[src/rtl/alu.sv]
// rtl/alu.sv - parameterisable integer ALU with combinational result and registered result/flags
//
// Purpose:
//   Computes ADD, SUB, AND, OR or XOR of two WIDTH-bit operands. The result
//   is driven combinationally on y. When in_valid is high, a clock edge
//   captures the result, its status flags and an illegal-opcode indicator
//   into a one-cycle registered stage.
//
// Ports:
//   clk        in   1      system clock, rising-edge active
//   rst        in   1      asynchronous active-high reset (registered stage only)
//   a, b       in   WIDTH  operands
//   op         in   3      000 ADD, 001 SUB, 010 AND, 011 OR, 100 XOR, 101-111 reserved
//   in_valid   in   1      qualifies a/b/op for capture
//   y          out  WIDTH  combinational result
//   y_q        out  WIDTH  registered result
//   out_valid  out  1      registered stage holds an operation captured on the last edge
//   carry      out  1      registered carry-out (ADD) / borrow (SUB)
//   zero       out  1      registered y_q == 0
//   negative   out  1      registered MSB of y_q
//   overflow   out  1      registered signed overflow
//   illegal_op out  1      registered reserved-opcode indicator
module alu #(
  parameter int WIDTH = 8
) (
  input  logic             clk,
  input  logic             rst,
  input  logic [WIDTH-1:0] a,
  input  logic [WIDTH-1:0] b,
  input  logic [2:0]       op,
  input  logic             in_valid,
  output logic [WIDTH-1:0] y,
  output logic [WIDTH-1:0] y_q,
  output logic             out_valid,
  output logic             carry,
  output logic             zero,
  output logic             negative,
  output logic             overflow,
  output logic             illegal_op
);

  localparam int MSB = WIDTH - 1;

  localparam logic [2:0] OP_ADD = 3'b000;
  localparam logic [2:0] OP_SUB = 3'b001;
  localparam logic [2:0] OP_AND = 3'b010;
  localparam logic [2:0] OP_OR  = 3'b011;
  localparam logic [2:0] OP_XOR = 3'b100;

  // One extra bit on each side: bit WIDTH of the sum is carry-out, and
  // bit WIDTH of the difference is the borrow (set exactly when a < b).
  logic [WIDTH:0]   sum_ext;
  logic [WIDTH:0]   diff_ext;
  logic [WIDTH-1:0] res_d;
  logic             carry_d;
  logic             overflow_d;
  logic             illegal_d;

  logic             out_valid_q;
  logic             carry_q;
  logic             zero_q;
  logic             negative_q;
  logic             overflow_q;
  logic             illegal_q;

  assign sum_ext  = {1'b0, a} + {1'b0, b};
  assign diff_ext = {1'b0, a} - {1'b0, b};

  always_comb begin
    res_d      = '0;
    carry_d    = 1'b0;
    overflow_d = 1'b0;
    illegal_d  = 1'b0;
    case (op)
      OP_ADD: begin
        res_d      = sum_ext[MSB:0];
        carry_d    = sum_ext[WIDTH];
        // Same-sign operands producing a result of the other sign.
        overflow_d = (a[MSB] == b[MSB]) && (sum_ext[MSB] != a[MSB]);
      end
      OP_SUB: begin
        res_d      = diff_ext[MSB:0];
        carry_d    = diff_ext[WIDTH];
        // Opposite-sign operands whose result sign departs from a.
        overflow_d = (a[MSB] != b[MSB]) && (diff_ext[MSB] != a[MSB]);
      end
      OP_AND:  res_d = a & b;
      OP_OR:   res_d = a | b;
      OP_XOR:  res_d = a ^ b;
      default: illegal_d = 1'b1;
    endcase
  end

  assign y = res_d;

  always_ff @(posedge clk or posedge rst) begin
    if (rst) begin
      y_q         <= '0;
      out_valid_q <= 1'b0;
      carry_q     <= 1'b0;
      zero_q      <= 1'b0;
      negative_q  <= 1'b0;
      overflow_q  <= 1'b0;
      illegal_q   <= 1'b0;
    end else begin
      out_valid_q <= in_valid;
      if (in_valid) begin
        y_q        <= res_d;
        carry_q    <= carry_d;
        zero_q     <= (res_d == '0);
        negative_q <= res_d[MSB];
        overflow_q <= overflow_d;
        illegal_q  <= illegal_d;
      end
    end
  end

  assign out_valid  = out_valid_q;
  assign carry      = carry_q;
  assign zero       = zero_q;
  assign negative   = negative_q;
  assign overflow   = overflow_q;
  assign illegal_op = illegal_q;

endmodule

[config.mk]
export PLATFORM = sky130hd
export DESIGN_NAME = alu
export DESIGN_NICKNAME = d
export VERILOG_FILES = /design/src/rtl/alu.sv
export SDC_FILE = /design/constraint.sdc
export NUM_CORES = 1
export LEC_CHECK = 0
export CORE_MARGIN = 5
export CORE_UTILIZATION = 55
export CTS_BUF_LIST = sky130_fd_sc_hd__clkbuf_2 sky130_fd_sc_hd__clkbuf_4 sky130_fd_sc_hd__clkbuf_8
export CTS_CLUSTER_DIAMETER = 120
export DETAILED_ROUTE_END_ITERATION = 10
export GPL_ROUTABILITY_DRIVEN = 0
export GPL_TIMING_DRIVEN = 0
export PLACE_DENSITY = 0.89
export SYNTH_ARGS = -nofsm -noshare
export SYNTH_HDL_FRONTEND = slang
export SYNTH_SLANG_ARGS = --single-unit
[constraint.sdc]
create_clock -name clk -period 7.65 [get_ports clk]
set_input_delay 1.53 -clock clk [delete_from_list [all_inputs] [get_ports clk]]
set_output_delay 1.53 -clock clk [all_outputs]
set_load 0.1 [all_outputs]
==> flow_summary.json <==
{
  "clockBufferDepth": 2,
  "hold_viol_final": 0,
  "grt_first_pass_wirelength_um": 7430,
  "worst_ep_arrival_time_ps": 5190,
  "fin_util_pct": 73.1,
  "worstSetupStartpointType": "input pin",
  "fmax_mhz": 149,
  "route.detailed.drc": 0,
  "crit_chain": "clkdlybuf4s50_1, inv_1, ha_1, a211oi_1, o21ai_0, a2111oi_0, a31oi_1, mux2i_1, o21ai_1, clkdlybuf4s50_1",
  "dominantRegCellSynth": "dfrtp_1",
  "cpMostUsedCell": "clkdlybuf4s50_1",
  "first_pass_iters": 4,
  "ir_drop_mv": 0.185,
  "vias": 1663,
  "cts_resized": 0,
  "dpl_worst_slack_ps": 960,
  "final_nets": 301,
  "cp_max_fo": 4,
  "grt_max_degree": 14,
  "holdPathEnd": "y_q[6]",
  "dp_cells": 281,
  "ctsHoldBuffers": 0,
  "n_fill_cell": 248,
  "path_delay_family": "buffers and inverters",
  "synth_fp_nets": 254,
  "drive_above_1_share_pct": 10.3,
  "fin_tns_setup_ps": 0,
  "drt_iter0_markers": 110,
  "start_util_pct": 56.7,
  "syn-cell-area_um2": 1700,
  "clk-insertion-delay-late_ps": 270,
  "antennaDiodeCount": 0,
  "syn-mean-instance-area_um2": 8.27,
  "post_cts_buffers": 0,
  "clk_pin_slew_worst_paths_ps": 80,
  "synth_edf_count": 0,
  "finalSetupViolations": 0,
  "power_leakage_nw": 1.04,
  "finalNonFillerCells": 285,
  "dp_hpwl_um": 3500,
  "rsz0062_at_grt": "false",
  "clock-sinks": 13,
  "die_w_um": 65.7,
  "synth_warnings": 0,
  "status": "finished clean",
  "hold_class": "flop to flop",
  "r2r-end": "y_q[2]",
  "yosysUniqueCellTypes": 53,
  "totalWireLength_um": 4340,
  "tightestPinTransition_ps": 985,
  "worst_slack_ps": 932,
  "syn2layout_area_growth_pct": 28.9,
  "core_um2": 3000,
  "finalCriticalPeriod_ps": 6720,
  "reg2reg_depth": 1,
  "htreeDepth": 1,
  "portBuffers": 42,
  "maxSlewViolCount": 0,
  "clockRootBuffer": "clkbuf_4",
  "hold_depth": 1,
  "ys_seq_area_share_pct": 19.1,
  "crit_path_top_delay_cell": "clkdlybuf4s50_1",
  "antenna_found_initial": 0,
  "grtUsageTotal_pct": 21.5,
  "final_antenna_net_count": 0,
  "cap_violations": 0,
  "wl_per_cell_um": 15.2,
  "ioPinCount": 44,
  "grt_overflow": 0,
  "die_h_um": 65.7,
  "required_ps": 6120,
  "die_area_um2": 4310,
  "cts_tree": "yes",
  "worstSetupPathType": "input pin to primary output",
  "max-slew-margin-rel_pct": 34.1,
  "async_reset_ff_share_pct": 100,
  "skew_ps": 0,
  "rows": 20,
  "synthCells": 206,
  "holdWs_ps": 508,
  "hp-start": "y_q[6]",
  "synth.ff_latch_count": 13,
  "cp_num_buf_inv": 3,
  "r2r_slack_ps": 6870,
  "finalCritPeriodShare_pct": 87.8,
  "viasPerCell": 5.84,
  "powerDensity_nw_per_um2": 175,
  "numCtsBuffers": 3,
  "r2r_start": "y_q[2]",
  "cpPeakStageDelay_ps": 1190,
  "grt_pass1_vias": 1678,
  "end_kind": "primary output"
}
cells in the final DEF (no fill, tap or decap), types with 5 or more instances in the layout:
cell             Yosys  routed
clkdlybuf4s50_1      0      42
inv_1               27      27
ha_1                24      24
nor2_1              21      21
dfrtp_1             13      13
a21oi_1             11      11
nand2_1              8       8
mux2_2               6       6
a211oi_1             5       5
o21ai_0              5       5
a22oi_1              5       5
flip-flops by register name, indices dropped and copies added, names as in the netlist:
register	cells
carry	1
illegal_op	1
out_valid	1
overflow	1
y_q	8
zero	1
worst max path at each step:
stage	start	endpoint	slack [ps]	cells past startpoint
6_report	a[1]	y[7]	930	10
5_1_grt	b[1]	y[7]	630	10
4_1_cts	b[1]	y[7]	950	10
3_5_place_dp	b[1]	y[7]	960	10
3_3_place_gp	a[1]	y[7]	1040	10
2_1_floorplan	a[1]	y[3]	1380	6
through the flow:
| stage | power (W) | cell area (um2) |
|---|---|---|
| detailed placement | 0.000338 | 2170 |
| global route | 0.000405 | 2200 |
| floorplan | 0.000275 | 1700 |
| global placement | 0.000334 | 2170 |
| finish | 0.000385 | 2200 |
| CTS | 0.000386 | 2200 |
cell families after synthesis:
kind of cell,synth area share [%]
DFF,19.1
buffers and inverters,9.54
adders and majority gates,20.0
and+or+nand+nor,14.3
muxes,6.31
xor gates and xnor gates,3.08
AOI/OAI and AO/OA,27.7
routing by layer:
| metal | global-route usage [%] | part of all wire, % | up-vias |
|---|---|---|---|
| li1 | - | - | 818 |
| met1 | 27.5 | 43 | 777 |
| met2 | 36.7 | 51 | 60 |
| met3 | 3.59 | 5.0 | 8 |
| met4 | 6.22 | 1.7 | 0 |
| met5 | 0 | 0 | - |
report_power, final:
| group | internal (W) | leakage [nW] | switching, W |
|---|---|---|---|
| clock | 0.0000238 | 0.0184 | 0.0000231 |
| sequential | 0.0000775 | 0.165 | 0.00000495 |
| combinational | 0.0000769 | 0.857 | 0.000179 |
| total | 0.000178 | 1.04 | 0.000207 |
cell type report:
type | instances | area [um2] | share of cell area, %
multi-input combinational | 155 | 1220 | 55.4
timing repair buffer | 42 | 420 | 19.1
sequential | 13 | 325 | 14.8
inverter | 27 | 101 | 4.62
buffer | 11 | 61.3 | 2.79
tap | 33 | 41.3 | 1.88
clock buffer | 4 | 30.0 | 1.37
cell usage after synthesis (all sizes together), types with 2 or more instances:
cell type	count	area share, %
inv	27	5.9
ha	24	18
nor2	21	4.6
dfrtp	13	19
a21oi	11	3.2
o21ai	9	2.6
buf	8	2.9
nand2	8	1.8
a22oi	6	2.9
mux2	6	4.0
a211oi	5	2.2
a21o	5	2.3
a221oi	4	2.4
mux2i	4	2.3
nor2b	4	1.9
o22a	4	2.1
xnor2	4	2.1
a31oi	3	1.1
clkbuf	3	0.66
nand2b	3	1.1
o21bai	3	1.5
o22ai	3	1.1
or2	3	1.1
fa	2	2.3
nand3	2	0.59
nor3	2	0.59
o211ai	2	0.88
xor2	2	1.0
Note: power is estimated with default switching activity, not from simulation.
